===== src/rtl/whack_round_controller.sv =====
// rtl/whack_round_controller.sv - whack-a-mole round sequencer: LFSR mole pick, window timing, score and lives
module whack_round_controller #(
  parameter int unsigned ROUND_TICKS = 10000,
  parameter int unsigned GAP_TICKS   = 2000,
  parameter int unsigned STEP_TICKS  = 500,
  parameter int unsigned MIN_TICKS   = 2500,
  parameter int unsigned LIVES       = 3
) (
  input  logic       i_clk,
  input  logic       i_restart_game,
  input  logic       i_start,
  input  logic       i_guess_valid,
  input  logic [2:0] i_user_guess,
  output logic [2:0] o_mole_position,
  output logic       o_user_right,
  output logic       o_user_wrong,
  output logic       o_game_over,
  output logic [7:0] o_score,
  output logic [1:0] o_lives,
  output logic       o_round_active
);

  typedef enum logic [1:0] {IDLE, GAP, SHOW, OVER} state_t;

  localparam logic [27:0] ROUND_W  = 28'(ROUND_TICKS);
  localparam logic [27:0] GAP_LAST = 28'(GAP_TICKS - 1);
  localparam logic [27:0] STEP_W   = 28'(STEP_TICKS);
  localparam logic [27:0] MIN_W    = 28'(MIN_TICKS);
  localparam logic [1:0]  LIVES_W  = 2'(LIVES);

  state_t      state_q, state_d;
  logic [2:0]  lfsr_q, lfsr_d;
  logic [27:0] timer_q, timer_d;
  logic [27:0] window_q, window_d;
  logic [7:0]  score_q, score_d;
  logic [1:0]  lives_q, lives_d;
  logic [2:0]  mole_q, mole_d;
  logic        right_q, right_d;
  logic        wrong_q, wrong_d;
  logic        over_q, over_d;
  logic        active_q, active_d;
  logic        miss;

  always_comb begin
    state_d  = state_q;
    lfsr_d   = {lfsr_q[1:0], lfsr_q[2] ^ lfsr_q[1]};
    timer_d  = timer_q;
    window_d = window_q;
    score_d  = score_q;
    lives_d  = lives_q;
    mole_d   = mole_q;
    right_d  = 1'b0;
    wrong_d  = 1'b0;
    miss     = 1'b0;
    case (state_q)
      IDLE: begin
        if (i_start) begin
          state_d = GAP;
          timer_d = '0;
          mole_d  = 3'd0;
        end
      end
      GAP: begin
        if (timer_q == GAP_LAST) begin
          state_d = SHOW;
          timer_d = '0;
          mole_d  = lfsr_q;
        end else begin
          timer_d = timer_q + 28'd1;
        end
      end
      SHOW: begin
        // A guess on the last window cycle takes priority over the timeout.
        if (i_guess_valid) begin
          if (i_user_guess == mole_q) begin
            right_d = 1'b1;
            if (score_q != 8'hFF) score_d = score_q + 8'd1;
            window_d = (window_q >= MIN_W + STEP_W) ? window_q - STEP_W : MIN_W;
            state_d  = GAP;
            timer_d  = '0;
            mole_d   = 3'd0;
          end else begin
            miss = 1'b1;
          end
        end else if (timer_q == window_q - 28'd1) begin
          miss = 1'b1;
        end else begin
          timer_d = timer_q + 28'd1;
        end
        if (miss) begin
          wrong_d = 1'b1;
          lives_d = lives_q - 2'd1;
          mole_d  = 3'd0;
          timer_d = '0;
          state_d = (lives_q <= 2'd1) ? OVER : GAP;
        end
      end
      OVER: begin
      end
      default: state_d = IDLE;
    endcase
    active_d = (state_d == SHOW);
    over_d   = (state_d == OVER);
  end

  always_ff @(posedge i_clk) begin
    if (i_restart_game) begin
      state_q  <= IDLE;
      lfsr_q   <= 3'b001;
      timer_q  <= '0;
      window_q <= ROUND_W;
      score_q  <= '0;
      lives_q  <= LIVES_W;
      mole_q   <= 3'd0;
      right_q  <= 1'b0;
      wrong_q  <= 1'b0;
      over_q   <= 1'b0;
      active_q <= 1'b0;
    end else begin
      state_q  <= state_d;
      lfsr_q   <= lfsr_d;
      timer_q  <= timer_d;
      window_q <= window_d;
      score_q  <= score_d;
      lives_q  <= lives_d;
      mole_q   <= mole_d;
      right_q  <= right_d;
      wrong_q  <= wrong_d;
      over_q   <= over_d;
      active_q <= active_d;
    end
  end

  assign o_mole_position = mole_q;
  assign o_user_right    = right_q;
  assign o_user_wrong    = wrong_q;
  assign o_game_over     = over_q;
  assign o_score         = score_q;
  assign o_lives         = lives_q;
  assign o_round_active  = active_q;

endmodule


===== config.mk =====
export PLATFORM = sky130hd
export DESIGN_NAME = whack_round_controller
export DESIGN_NICKNAME = d
export VERILOG_FILES = /design/src/rtl/whack_round_controller.sv
export SDC_FILE = /design/constraint.sdc
export NUM_CORES = 1
export LEC_CHECK = 0
export CORE_ASPECT_RATIO = 0.8
export CORE_MARGIN = 2
export CORE_UTILIZATION = 60
export CTS_CLUSTER_SIZE = 28
export DETAILED_ROUTE_END_ITERATION = 8
export GPL_ROUTABILITY_DRIVEN = 1
export PLACE_DENSITY = 0.79
export SETUP_SLACK_MARGIN = 0.2
export SLEW_MARGIN = 20
export SYNTH_ARGS = -nofsm -noshare
export SYNTH_HDL_FRONTEND = slang
export SYNTH_SLANG_ARGS = --single-unit

===== constraint.sdc =====
create_clock -name i_clk -period 4 [get_ports i_clk]
set_input_delay 0.4 -clock i_clk [delete_from_list [all_inputs] [get_ports i_clk]]
set_output_delay 0.4 -clock i_clk [all_outputs]
set_load 0.02 [all_outputs]

# Word-level counts from Yosys, hierarchy flattened
# Cells that the tools add are included.
[totals]
in_bits = 7
output_inout_bits = 17
reg_bits = 78
[op_classes]
n_lt_le_gt_ge = 2
n_eq_ne = 14
bitwise = 3
muxes = 27
add_sub_neg = 5
reduce_logical = 9
[op_table]
columns = ["op", "n"]
rows = [
  ["$mux 28", 7],
  ["$pmux 28 s3", 1],
  ["$add 28x1->28 const B", 1],
  ["$eq 28x11->1 const B", 1],
  ["$eq 28x28->1", 1],
  ["$ge 28x12->1 const B", 1],
  ["$sub 28x1->28 const B", 1],
  ["$sub 28x9->28 const B", 1],
  ["$mux 3", 5],
  ["$mux 2", 6],
  ["$pmux 3 s3", 1],
  ["$add 8x1->8 const B", 1],
  ["$ne 4x4->1 const B", 2],
  ["$ne 8x8->1 const B", 1],
  ["$reduce_and 4->1", 2],
  ["$eq 2x2->1 const B", 3],
  ["$mux 1", 6],
  ["$ne 3x3->1 const B", 2],
  ["$pmux 2 s3", 1],
  ["$reduce_and 5->1", 1],
  ["$ne 2x2->1 const B", 2],
  ["$eq 3x3->1", 1],
  ["$reduce_and 3->1", 1],
  ["$reduce_bool 3->1", 1],
  ["other kinds (9)", 10],
]

# Longest topological paths before layout
[depth]
depth_word = 8
depth_mapped = 12

# Least setup slack after synthesis
# Ideal clock, no wire load.
[synth_path]
path_type = "reg2reg"
start = "register window_q[2]"
end = "register lives_q[0] (netlist: o_lives[0])"
required_ns = 3.873
path_slack_ns = 0.774
period_less_slack_ns = 3.226
arrival_ns = 3.099
stages_incl_launch_ff = 12
setup_ns = 0.127
path_buffers = 1
cell_sequence = "dfxtp_1 -> inv_1 -> ha_1 -> clkbuf_1 -> or3b_2 -> a2111oi_0 -> a31oi_1 -> a2111o_1 -> nor4_1 -> a31oi_1 -> o21ai_0 -> or3b_1"
[synth_between]
elab_chain_cells = 6
[synth_lines]
columns = ["element", "line_no", "source"]
rows = [
  ["from (decl)", "34", "logic [27:0] window_q, window_d;"],
  ["from (signal assigned)", "123", "window_q <= window_d;"],
  ["$sub 28x1->28", "85", "end else if (timer_q == window_q - 28'd1) begin"],
  ["$eq 28x28->1", "85", ""],
  ["$mux 1", "85", ""],
  ["$mux 1", "74", "if (i_guess_valid) begin"],
  ["$mux 1", "55", "case (state_q)"],
  ["$reduce_and 2->1 (no source line)", "n/a", ""],
  ["to (signal assigned)", "125", "lives_q <= lives_d;"],
  ["to (decl)", "36", "logic [1:0] lives_q, lives_d;"],
]
# No other way between the ends. The select of a mux whose other input is x is not followed.
# A chain may end at the register's enable or synchronous reset.

# Worst setup path after layout
[layout_path]
start = "register window_q[4]"
end = "register mole_q[1] (netlist: o_mole_position[1])"
[layout_between]
elab_chain_cells = 7
[layout_lines]
columns = ["element", "line_no", "source"]
rows = [
  ["$sub 28x1->28 *", "85", ""],
  ["$eq 28x28->1 *", "85", ""],
  ["$mux 1 *", "85", ""],
  ["$mux 1 *", "74", ""],
  ["$mux 1 *", "55", ""],
  ["$ne 3x3->1 (no source line) or $mux 3 (tied branches)", "n/a", ""],
  ["$reduce_and 5->1 (no source line) or $pmux 3 s3 (tied branches)", "n/a", ""],
  ["to (signal assigned)", "126", "mole_q <= mole_d;"],
  ["to (decl)", "37", "logic [2:0] mole_q, mole_d;"],
]
# Every way passes the cells marked *; elsewhere a longest branch is shown, timed or not. The select of a mux whose other input is x is not followed.

==> run summary <==
Hold Fails Final Rpt - 0
Non-Filler Instances - 788
most frequent cells in the layout - dfxtp_1, nand2_1, nor2_1, nand3_1, xnor2_1
PD cells - 293.0 mW/mm^2
clk_lat worst skew - 0.37 ns
layout cell share with drive strength beyond 1 - 7.692%
crit path kind - reg -> reg
cts hold-fix bufs - 0
clock skew - 0.006278 ns
multi-input gate area in the final layout - 0.003393 sq mm
Root Buffer - clkbuf_8
Worst Setup Start Kind - flop
First-pass DRT Iterations - 5
Synth Area in Adders - 2.633%
Setup TNS - 0 ns
global-route wire length before repair - 23.27 mm
Unique masters post-synth - 78
fin crit period - 3.592 ns
Post-synth ARST share - 0%
met3 wire length - 1.223 mm
Post-synth EDFFs - 0
mux share of post-synthesis cell area - 0.5984%
Finished Core Util - 67.52%
Die Area - 0.009480 sq mm
delay-heaviest family, CP - compound AO/OA/AOI/OAI gates
Slew headroom - 36.63%
WP buf/inv - 1
minimum hold slack - 0.4676 ns
Initial Util - 61.62%
DP Worst Slack - 0.3812 ns
count of antenna-violating nets left after detailed routing - 0
total global routing overflow - 0
Seq/Total Area, Yosys - 29.10%
PortBufs - 23
top_reg_cell synth - dfxtp_1
core area - 0.008483 sq mm
Logic pwr share - 7.5%
critical path's slowest cell - nor4_4
critical-path cell list - nor4_4, nand4_1, or2b_1, a211o_2, a2111oi_4, a311oi_4, buf_6, o311ai_0, o41ai_1
count of final setup violators - 0
initial antenna violation count - 0
DR top layer - met4
Post-Syn Area - 0.005228 sq mm
filler instances - 750
H-Tree Depth - 3
setup slack, reg-to-reg - 0.41 ns
Max clock buf depth - 2
post-DR wirelength/cell - 18.03 um
# clock sinks - 76
FF+latch area - 0.001521 sq mm
syn_nets - 697
outcome - completed
CP endpoint kind - flop
metal1 wirelength - 6.324 mm
worst-path fanout max - 20
Die Y - 87.49 um
Slew @ Worst Pin - 0.9475 ns
Tcrit/Tclk final - 89.81%
most common cell after layout, fill and taps aside - dfxtp_1
Area growth syn-to-layout - 9.574%
dpl cells - 771
clk slew on worst S/H paths - 0.08 ns
io pins - 24
GPL Wtd Cong - 0.9464
WP data arrival - 3.81 ns
Chip Width - 108.4 um
YS warnings - 0
syn avg cell area - 7.699 sq um
n_diodes - 0
Final #Nets - 689
largest family of logic cells by synthesized area - simple AND/OR/NAND/NOR gates
row cnt - 30
largest net degree at the start of global routing - 61
drc violations - 0
Vias/cell - 6.546
Final WS setup - 0.4078 ns
internal power - 1.275 mW
Synth Instances - 679
Switch Pwr - 0.4033 mW
Post-Route WL - 14.21 mm
CTS Buf Count - 9
RSZ-0062 raised after global routing - no
Switching Fraction - 24.02%
DP Wirelength - 9.661 mm
Hold WC Path Type - reg -> reg
Pins Over Slew Limit - 0
VDD IR-drop max - 0.2378 mV
postcts setup bufs - 0
1st-iter DRT viols - 506
Worst EP required - 4.22 ns
via count - 5158
P_leak - 2.053 nW
FF+latch count, synth - 76
compound-cell area share of the yosys netlist - 16.06%
CTS tree - built
XOR/XNOR Fraction of Synth Area - 9.718%
max_cap viols - 0
max incr delay on CP - 0.54 ns
wire length on met2 - 6.429 mm
share of power burned in registers - 45.6%
vias in the first global route - 4751
Synth Area in Simple Gates - 35.45%
Total GRT Usage - 31.04%
FMAX - 278.4 MHz
clock share of power - 46.9%
[sequential cells by signal (all words and copies together) (netlist names), 2 cells and up]
register and flops:
o_lives 2, o_score 8, lfsr_q 3, timer_q 28
o_mole_position 3, window_q 26, state_q 2
[power groups by stage]
| stage | Clock [mW] | Combinational, mW | Sequential, mW |
|---|---|---|---|
| 2_1_floorplan | 0 | 0.0855 | 0.783 |
| 3_3_place_gp | 0 | 0.118 | 0.782 |
| 3_5_place_dp | 0 | 0.121 | 0.783 |
| 4_1_cts | 0.790 | 0.122 | 0.765 |
| 5_1_grt | 0.822 | 0.135 | 0.765 |
| 6_report | 0.788 | 0.126 | 0.765 |
[logic make-up (layout without fill, tap and decap cells)]
logic type,Yosys count,after routing
buf+inv,75,72
mux,3,3
xor+xnor,58,58
compound gates,113,113
simple gates,343,343
fa+ha+maj,11,11
flops,76,76
[per-layer routing]
| metal | global-route usage (%) | vias to the layer above |
|---|---|---|
| met3 | 7.704 | 32 |
| met1 | 41.70 | 2434 |
| met4 | 10.72 | 0 |
| met5 | 0 | - |
| met2 | 48.71 | 233 |
| li1 | - | 2459 |
[worst reg2reg max path: cells and delay by family, from the launching register on]
| kind | cells | cell delay (ns) |
|---|---|---|
| and+or+nand+nor | 3 | 1.28 |
| AOI/OAI and AO/OA | 5 | 1.47 |
| DFF | 1 | 0.47 |
| buffers and inverters | 1 | 0.23 |
[repair_timing]
| action | in CTS | in global routing |
|---|---|---|
| resized for setup | 0 | 3 |
| hold endpoints to repair | 0 | 0 |
| endpoints found under the setup margin | 0 | 5 |
[cells in the mapped netlist, types with 4 or more instances]
cell	count	area share [%]
o311ai_0	4	0.67
o41ai_1	4	0.67
o21ai_0	16	1.5
nor4b_1	6	1.0
nor3_1	27	2.6
o22ai_1	26	3.1
nand2_1	71	5.1
ha_1	11	2.6
nand4_1	10	1.2
xnor2_1	33	5.5
a31oi_1	6	0.72
or3_1	4	0.48
xor2_1	25	4.2
a311oi_1	4	0.67
a211oi_1	4	0.57
nor2b_1	6	0.72
clkbuf_1	43	3.1
nor3b_1	11	1.6
nand2b_1	8	0.96
and2_1	9	1.1
and3_1	25	3.0
nor4_1	24	2.9
nor2_1	59	4.2
o2111ai_1	4	0.67
inv_1	18	1.3
nand3_1	46	4.4
a21oi_1	16	1.5
dfxtp_1	76	29
and4_1	15	2.5
[through the flow]
| stage | power (mW) | instance area (sq um) |
|---|---|---|
| after floorplan | 0.8684 | 5228 |
| after global placement | 0.9005 | 5446 |
| after detailed placement | 0.9040 | 5446 |
| after CTS | 1.677 | 5710 |
| after global routing | 1.723 | 5728 |
| final | 1.679 | 5728 |
[final timing paths]
kind,startpoint,end,depth (start not counted)
worst max-delay path,window_q[4],o_mole_position[1],9
worst min-delay path,lfsr_q[0],lfsr_q[1],1
worst max register to register,window_q[4],o_mole_position[1],9
worst min register to register,lfsr_q[0],lfsr_q[1],1
[final cells by class]
cell class | count | share of cell area, %
clock buffer | 10 | 2.228
clock inverter | 6 | 2.381
inverter | 18 | 1.180
multi-input combinational | 528 | 59.24
sequential | 76 | 26.56
tap | 112 | 2.446
timing repair buffer | 38 | 5.963
No activity file was read; power rests on OpenSTA's default activity.
